$ cat src/rtl/apb_pkg.sv
// Shared types for the APB master bridge: bus field widths, FSM states,
// and the command/response records passed between the bridge and its FIFO.
`ifndef APB_ADDR_WIDTH
`define APB_ADDR_WIDTH 32
`endif
`ifndef APB_DATA_WIDTH
`define APB_DATA_WIDTH 32
`endif

package apb_pkg;

  localparam int APB_ADDR_W = `APB_ADDR_WIDTH;
  localparam int APB_DATA_W = `APB_DATA_WIDTH;
  localparam int APB_STRB_W = APB_DATA_W / 8;

  typedef logic [APB_ADDR_W-1:0] addr_t;
  typedef logic [APB_DATA_W-1:0] data_t;
  typedef logic [APB_STRB_W-1:0] strb_t;

  typedef enum logic [1:0] {
    IDLE,
    SETUP,
    ACCESS
  } apb_fsm_enum;

  typedef struct packed {
    logic  write;
    addr_t addr;
    data_t wdata;
    strb_t strb;
  } apb_cmd_t;

  typedef struct packed {
    data_t rdata;
    logic  slverr;
    logic  timeout;
  } apb_rsp_t;

endpackage

$ cat src/rtl/apb_rsp_fifo.sv
// Two-entry in-order response FIFO; slot 0 is always the head, so the
// consumer-facing fields come straight out of a register.
module apb_rsp_fifo
  import apb_pkg::*;
(
  input  logic       clk,
  input  logic       rst_n,
  input  logic       push_i,
  input  apb_rsp_t   push_rsp_i,
  input  logic       pop_i,
  output apb_rsp_t   head_o,
  output logic [1:0] count_o
);

  apb_rsp_t   slot_q [2];
  apb_rsp_t   slot_d [2];
  logic [1:0] cnt_q, cnt_d;
  logic       wr_idx;

  // Write lands behind whatever survives this cycle's pop.
  assign wr_idx = (cnt_q == 2'd2) || ((cnt_q == 2'd1) && !pop_i);

  always_comb begin
    slot_d = slot_q;
    cnt_d  = cnt_q + {1'b0, push_i} - {1'b0, pop_i};
    if (pop_i) begin
      slot_d[0] = slot_q[1];
      slot_d[1] = '0;
    end
    if (push_i) begin
      slot_d[wr_idx] = push_rsp_i;
    end
  end

  // NOTE: the two slots are reset (unlike a large RAM) so the head reads 0
  // when empty; state is updated with non-blocking assignments only.
  always_ff @(posedge clk or negedge rst_n) begin
    if (!rst_n) begin
      slot_q[0] <= '0;
      slot_q[1] <= '0;
      cnt_q     <= 2'd0;
    end else begin
      slot_q <= slot_d;
      cnt_q  <= cnt_d;
    end
  end

  assign head_o  = slot_q[0];
  assign count_o = cnt_q;

endmodule

$ cat src/rtl/apb_master_bridge.sv
// Command/response channel to single-transfer APB master with a 2-deep
// response buffer. Optional ACCESS timeout enabled by APB_MASTER_TIMEOUT_EN.
module apb_master_bridge
  import apb_pkg::*;
#(
  parameter int ADDR_W         = APB_ADDR_W,
  parameter int DATA_W         = APB_DATA_W,
  parameter int TIMEOUT_CYCLES = 16
) (
  input  logic                PCLK,
  input  logic                PRESETn,
  input  logic                cmd_valid,
  output logic                cmd_ready,
  input  logic                cmd_write,
  input  logic [ADDR_W-1:0]   cmd_addr,
  input  logic [DATA_W-1:0]   cmd_wdata,
  input  logic [DATA_W/8-1:0] cmd_strb,
  output logic                rsp_valid,
  input  logic                rsp_ready,
  output logic [DATA_W-1:0]   rsp_rdata,
  output logic                rsp_slverr,
  output logic                rsp_timeout,
  output logic                PSEL,
  output logic                PENABLE,
  output logic                PWRITE,
  output logic [ADDR_W-1:0]   PADDR,
  output logic [DATA_W-1:0]   PWDATA,
  output logic [DATA_W/8-1:0] PSTRB,
  input  logic [DATA_W-1:0]   PRDATA,
  input  logic                PREADY,
  input  logic                PSLVERR
);

  if (TIMEOUT_CYCLES < 1) begin : g_tmo_check
    $error("TIMEOUT_CYCLES must be at least 1");
  end

  apb_fsm_enum state_q, state_d;
  apb_cmd_t    xfer_q, xfer_d, cmd_in;
  logic        psel_q, psel_d, penable_q, penable_d;
  logic        accept, push, pop, tmo_hit;
  logic [1:0]  rsp_cnt, rsp_cnt_next;
  apb_rsp_t    push_rsp, rsp_head;

`ifdef APB_MASTER_TIMEOUT_EN
  localparam int TMO_W = ($clog2(TIMEOUT_CYCLES + 1) > 8) ? $clog2(TIMEOUT_CYCLES + 1) : 8;
  logic [TMO_W-1:0] tmo_q, tmo_d;

  // Fires on the ACCESS cycle whose wait would bring the count to the limit.
  assign tmo_hit = (state_q == ACCESS) && !PREADY && (tmo_q == TMO_W'(TIMEOUT_CYCLES - 1));

  always_comb begin
    tmo_d = tmo_q;
    if (state_q == SETUP) tmo_d = '0;
    else if ((state_q == ACCESS) && !PREADY) tmo_d = tmo_q + 1'b1;
  end

  always_ff @(posedge PCLK or negedge PRESETn) begin
    if (!PRESETn) tmo_q <= '0;
    else          tmo_q <= tmo_d;
  end
`else
  assign tmo_hit = 1'b0;
`endif

  assign push         = (state_q == ACCESS) && (PREADY || tmo_hit);
  assign pop          = rsp_valid && rsp_ready;
  assign rsp_cnt_next = rsp_cnt + {1'b0, push} - {1'b0, pop};
  assign cmd_ready    = ((state_q == IDLE) || ((state_q == ACCESS) && PREADY))
                        && (rsp_cnt_next < 2'd2);
  assign accept       = cmd_valid && cmd_ready;

  always_comb begin
    cmd_in.write = cmd_write;
    cmd_in.addr  = cmd_addr;
    cmd_in.wdata = cmd_wdata;
    cmd_in.strb  = cmd_write ? cmd_strb : '0;
  end

  always_comb begin
    push_rsp.rdata   = xfer_q.write ? '0 : PRDATA;
    push_rsp.slverr  = PSLVERR;
    push_rsp.timeout = 1'b0;
    if (tmo_hit) begin
      push_rsp.rdata   = '0;
      push_rsp.slverr  = 1'b1;
      push_rsp.timeout = 1'b1;
    end
  end

  // NOTE: every always_comb output is given a default first, so no path
  // through the case leaves a signal unassigned and no latch is inferred.
  always_comb begin
    state_d   = state_q;
    xfer_d    = xfer_q;
    psel_d    = psel_q;
    penable_d = penable_q;
    unique case (state_q)
      IDLE: begin
        if (accept) begin
          state_d = SETUP;
          xfer_d  = cmd_in;
          psel_d  = 1'b1;
        end
      end
      SETUP: begin
        state_d   = ACCESS;
        penable_d = 1'b1;
      end
      ACCESS: begin
        if (PREADY && accept) begin
          state_d   = SETUP;
          xfer_d    = cmd_in;
          penable_d = 1'b0;
        end else if (PREADY || tmo_hit) begin
          state_d   = IDLE;
          psel_d    = 1'b0;
          penable_d = 1'b0;
        end
      end
      default: begin
        state_d   = IDLE;
        psel_d    = 1'b0;
        penable_d = 1'b0;
      end
    endcase
  end

  always_ff @(posedge PCLK or negedge PRESETn) begin
    if (!PRESETn) begin
      state_q   <= IDLE;
      xfer_q    <= '0;
      psel_q    <= 1'b0;
      penable_q <= 1'b0;
    end else begin
      state_q   <= state_d;
      xfer_q    <= xfer_d;
      psel_q    <= psel_d;
      penable_q <= penable_d;
    end
  end

  apb_rsp_fifo u_rsp_fifo (
    .clk        (PCLK),
    .rst_n      (PRESETn),
    .push_i     (push),
    .push_rsp_i (push_rsp),
    .pop_i      (pop),
    .head_o     (rsp_head),
    .count_o    (rsp_cnt)
  );

  assign PSEL        = psel_q;
  assign PENABLE     = penable_q;
  assign PWRITE      = xfer_q.write;
  assign PADDR       = xfer_q.addr;
  assign PWDATA      = xfer_q.wdata;
  assign PSTRB       = xfer_q.strb;
  assign rsp_valid   = (rsp_cnt != 2'd0);
  assign rsp_rdata   = rsp_head.rdata;
  assign rsp_slverr  = rsp_head.slverr;
  assign rsp_timeout = rsp_head.timeout;

endmodule

$ cat config.mk
export PLATFORM = sky130hd
export DESIGN_NAME = apb_master_bridge
export DESIGN_NICKNAME = d
export VERILOG_FILES = /design/src/rtl/apb_pkg.sv /design/src/rtl/apb_rsp_fifo.sv /design/src/rtl/apb_master_bridge.sv
export SDC_FILE = /design/constraint.sdc
export NUM_CORES = 1
export LEC_CHECK = 0
export BUFFER_PORTS_ARGS = -buffer_cell sky130_fd_sc_hd__clkbuf_2
export CORE_MARGIN = 4
export CORE_UTILIZATION = 55
export CTS_BUF_LIST = sky130_fd_sc_hd__clkbuf_8
export DETAILED_ROUTE_END_ITERATION = 6
export GPL_TIMING_DRIVEN = 0
export PLACE_DENSITY = 0.83
export SYNTH_ARGS = -nofsm -noshare
export SYNTH_HDL_FRONTEND = slang
export SYNTH_SLANG_ARGS = --single-unit
export TNS_END_PERCENT = 50
$ cat constraint.sdc
create_clock -name PCLK -period 5.87 [get_ports PCLK]
set_clock_uncertainty 0.2 [all_clocks]
set_input_delay 0.2935 -clock PCLK [delete_from_list [all_inputs] [get_ports PCLK]]
set_output_delay 0.2935 -clock PCLK [all_outputs]
set_load 0.02 [all_outputs]
**Word-level counts from Yosys, hierarchy flattened**

Cells that the tools add are included.

- Output and inout bits: 107
- Flip-flop bits (word level): 143
- Input port bits: 107

- $add $sub $neg: 2
- Bitwise gates (word level): 3
- Equality and inequality tests: 9
- Reductions and logical operators: 17
- Multiplexer cells: 20
- Magnitude comparators: 3

Operator list:

| kind | count |
|---|---|
| $mux 69 | 2 |
| $pmux 69 s2 | 1 |
| $mux 68 | 2 |
| $bwmux 68 | 1 |
| $demux 34 s1 | 1 |
| $mux 34 | 1 |
| $mux 32 | 1 |
| $logic_and 1x1->1 | 7 |
| $mux 2 | 3 |
| $ne 2x2->1 const B | 3 |
| $pmux 1 s3 | 2 |
| $pmux 2 s3 | 1 |
| $eq 2x1->1 const B | 2 |
| $eq 2x2->1 const B | 2 |
| $mux 1 | 4 |
| $mux 4 | 1 |
| $reduce_and 2->1 | 2 |
| $reduce_and 4->1 | 1 |
| $reduce_bool 2->1 | 2 |
| $ne 3x2->1 const B | 1 |
| $reduce_and 3->1 | 1 |
| $add 2x1->2 | 1 |
| $ge 2x2->1 const B | 1 |
| $logic_not 2->1 | 1 |
| 8 further kinds | 10 |

**Logic depth before layout (Yosys ltp)**

- Depth after elaboration: 12
- Depth in mapped cells: 7
- Gate-level depth less buffers: 6

**Cells and area by module**

A second synthesis with hierarchy kept.

- Cell total of the unflattened synthesis: 448
- Area, all modules: 6742.7 um^2

By module, submodules not included:

| module | instances | cells an instance | sequential area each (um^2) | area each (um^2) |
|---|---|---|---|---|
| apb_rsp_fifo | 1 | 231 | 1751.7 | 3430.8 |
| apb_master_bridge | 1 | 217 | 1826.8 | 3311.9 |

**Worst setup path after synthesis**

OpenSTA, ideal clock, no wires.

- Path kind: register to register
- From: register u_rsp_fifo.cnt_q[1], in the netlist u_rsp_fifo.count_o[1]
- To: register xfer_q (netlist bit PADDR[31])
- Data arrival time: 1.931 ns
- Required time: 5.545 ns
- Path slack: 3.614 ns
- Cell stages (with the launch flop): 8
- Path through: dfrtp_1 -> inv_1 -> o21ai_0 -> ha_1 -> a21boi_1 -> nor3_4 -> buf_6 -> mux2_4

- Word-level cells in the longest chain between the ends: 9

Ends and longest elaborated chain:

| what | line | text |
|---|---|---|
| from (decl) | apb_rsp_fifo.sv:17 | `logic [1:0] cnt_q, cnt_d;` |
| from (signal assigned) | apb_rsp_fifo.sv:44 | `cnt_q <= cnt_d;` |
| branches (longest 2 deep; another with $add 2x1->2) | - |  |
| $sub 2x1->2 (*) | apb_master_bridge.sv:68 | `assign rsp_cnt_next = rsp_cnt + {1'b0, push} - {1'b0, pop};` |
| $lt 2x2->1 (*) | apb_master_bridge.sv:70 | `&& (rsp_cnt_next < 2'd2);` |
| $logic_and 1x1->1 (*) | apb_master_bridge.sv:70 |  |
| $logic_and 1x1->1 (*) | apb_master_bridge.sv:71 | `assign accept = cmd_valid && cmd_ready;` |
| $logic_and 1x1->1 | apb_master_bridge.sv:111 | `if (PREADY && accept) begin` |
| $ne 2x1->1 (no line) | - |  |
| $reduce_and 3->1 (no line) (*) | - |  |
| to (signal assigned) | apb_master_bridge.sv:137 | `xfer_q <= xfer_d;` |
| to (decl) | apb_master_bridge.sv:39 | `apb_cmd_t xfer_q, xfer_d, cmd_in;` |

Mark *: on every way between the ends.
A chain may end at the register's enable or synchronous reset.

**Worst setup path in the final report**

- From: input PREADY
- To: register xfer_q (netlist bit PWDATA[17])

- Word-level cells in the longest chain between the ends: 9

Ends and longest elaborated chain:

| what | line | text |
|---|---|---|
| from (decl) | apb_master_bridge.sv:30 | `input logic PREADY,` |
| $logic_and 1x1->1 | apb_master_bridge.sv:66, apb_master_bridge.sv:69 |  |
| $add 2x1->2 | apb_master_bridge.sv:68 |  |
| $sub 2x1->2 | apb_master_bridge.sv:68 |  |
| $lt 2x2->1 | apb_master_bridge.sv:70 |  |
| $logic_and 1x1->1 | apb_master_bridge.sv:70 |  |
| $logic_and 1x1->1 | apb_master_bridge.sv:71 |  |
| $logic_and 1x1->1 | apb_master_bridge.sv:111 |  |
| $ne 2x1->1 (no line) | - |  |
| $reduce_and 3->1 (no line) (*) | - |  |

Mark *: on every way between the ends. The rest lies on a longest branch, timed or not.

==> run_results.csv <==
group,metric,value,unit
status,outcome,"finished clean",
timing,period_share,0.442,
timing,rsz0062_at_grt,"false",
yosys,syn_nets,586,
pwr,powerDensity,483,nW/µm²
layout,num-nets-final,927,
clock_tree,clk_latency,0.43,ns
timing,worst_slew_pin_slew,0.557,ns
timing,setup_viol,0,
detailed_routing,vias,5015,
grt,antenna_found_initial,0,
grt,grt_pass1_wl,28700,µm
detailed_routing,drtIter0Drc,383,
job,maxCapViolCount,0,
placement,port_buffers,213,
timing,slew_headroom,0.628,
placement,place.gp.congestion,0.786,
clock_tree,cts-root-buf,"clkbuf_8",
timing,drv_slew,0,
setup_path,cp.arrival,2.72,ns
yosys,synth_area,6280,µm²
clock_tree,cts.sinks,143,
floorplan,top_level_ports,214,
pwr,p_leak,4.65,nW
yosys,synth_edf_count,0,
yosys,yosysTopAreaCellShare,0.570,
detailed_routing,first_pass_iters,4,
setup_path,crit_fanout,10,
yosys,yosys.area.top_type,"dfrtp_1",
placement,dp.final_hpwl,11100,µm
placement,dp_slack,3.29,ns
layout,diodes,0,
yosys,yosys_warnings,0,
timing,max_clock_freq,0.385,GHz
setup_path,worstSetupPathType,"input pin to flop",
timing,fin_hold_ws,0.121,ns
layout,layout_common_cells,"clkbuf_2, dfrtp_1, dlygate4sd3_1",
floorplan,die_w,115,µm
yosys,ys_seq_area_frac,0.570,
layout,final_common_cell,"clkbuf_2",
layout,fin_util,0.826,
grt,grt_usage,0.282,
timing,period_minus_slack,2.59,ns
yosys,ys.flop_type,"dfrtp_1",
floorplan,die_y,115,µm
clock_tree,clkTransAtPathRegs,0.08,ns
yosys,synth_area_leaders,"dfrtp_1, mux2i_1, mux2_2",
timing,hold_viol_final,0,
clock_tree,cts_buffers,17,
detailed_routing,wirelength,18000,µm
floorplan,core_area,11000,µm²
layout,area_growth,44.4,%
grt,grt_pass1_vias,5650,
floorplan,initial_core_util,0.572,
clock_tree,post_cts_buffers,0,
detailed_routing,viasPerCell,5.17,
pwr,total_power,4.38,mW
yosys,synthCells,478,
yosys,synthArstFlopShare,1.00,
clock_tree,cts_resized,0,
pwr,ir_drop,0.000317,V
detailed_routing,ant_nets,0,
timing,setup_ws,3.28,ns
setup_path,critPathCaptureType,"flop",
yosys,avgSynthCellArea,13.1,µm²
clock_tree,htreeDepth,4,
detailed_routing,drcViolationCount,0,
timing,setup_tns,0,ns
floorplan,std_cell_rows,38,
setup_path,start_kind,"input pin",
clock_tree,clockBufferDepth,2,
hold_path,hold_class,"input pin to flop",
clock_tree,ctsHoldBuffers,108,
yosys,yosysUniqueCellTypes,31,
grt,grt.overflow.total,0,
grt,grt_start_max_net_pins,110,
clock_tree,cts_tree,"yes",
detailed_routing,wl_per_cell,18.6,µm
floorplan,dieArea,13200,µm²
yosys,synth_seq_cells,143,
layout,drive_above_1_share,0.434,
setup_path,cp.required,5.99,ns
-- power by group --
group	leakage, nW	switching, mW	internal (mW)
registers	1.81	0.255	1.37
logic	2.61	1.05	0.854
clock network	0.231	0.353	0.499
total	4.65	1.65	2.72
-- routing by layer --
metal	wire length [µm]	vias up	track usage
li1	-	2299	-
met1	6940	2474	0.337
met2	9270	197	0.482
met3	1280	45	0.0747
met4	512	0	0.119
met5	0	-	0
-- cell type report --
class | instances | area [µm²]
timing repair buffer | 322 | 2180
buffer | 60 | 423
clock buffer | 21 | 289
multi-input combinational | 267 | 2250
clock inverter | 9 | 141
sequential | 143 | 3580
inverter | 8 | 30.0
fill | 566 | 1910
tap | 140 | 175
-- flip-flops by register name, indices dropped and copies added, names as in the netlist --
| signal | flops |
|---|---|
| PADDR | 32 |
| PENABLE | 1 |
| PSEL | 1 |
| PSTRB | 4 |
| PWDATA | 32 |
| PWRITE | 1 |
| state_q | 2 |
| u_rsp_fifo.count_o | 2 |
| u_rsp_fifo.head_o | 34 |
| u_rsp_fifo.slot_q | 34 |
-- path summary, 6_finish.rpt --
check                           slack, ns               endpoint                   from  cells after the start
worst max register to register       3.30             PWDATA[17]  u_rsp_fifo.count_o[0]                      7
worst min register to register       0.30              PADDR[23]              PADDR[23]                      1
min in group asynchronous            0.13  u_rsp_fifo.head_o[10]                PRESETn                      2
max in group asynchronous            4.50  u_rsp_fifo.count_o[1]                PRESETn                      3
worst max-delay path                 3.28             PWDATA[17]                 PREADY                      8
worst min-delay path                 0.12                   PSEL              cmd_valid                      4
-- worst max-delay path, stage by stage --
cell           delay (ns)
dlygate4sd3_1        0.55
clkbuf_2             0.13
and3b_1              0.20
ha_1                 0.25
a21boi_1             0.19
nor3_4               0.50
buf_6                0.24
mux2_2               0.35
-- cells in the mapped netlist, types with 3 or more instances --
| cell | instances |
|---|---|
| buf_6 | 7 |
| mux2i_1 | 70 |
| nand2_1 | 8 |
| inv_1 | 8 |
| nand3_1 | 33 |
| buf_4 | 35 |
| dfrtp_1 | 143 |
| mux2_2 | 48 |
| nand2b_1 | 34 |
| nor2_1 | 3 |
| mux2_4 | 15 |
| o21ai_0 | 37 |
| buf_2 | 11 |
| clkbuf_1 | 6 |
-- kinds of logic after synthesis --
group,synth area share
muxes,0.237
AOI/OAI and AO/OA,0.0383
xor gates and xnor gates,0.00139
and+or+nand+nor,0.0793
adders and majority gates,0.00199
DFF,0.570
buffers and inverters,0.0721
-- metrics by stage --
step	std cells	cell area, µm²
2_1_floorplan	478	6280
3_3_place_gp	831	7520
3_5_place_dp	832	7560
4_1_cts	970	9070
5_1_grt	970	9070
6_report	970	9070
No activity file was read; power rests on OpenSTA's default activity.
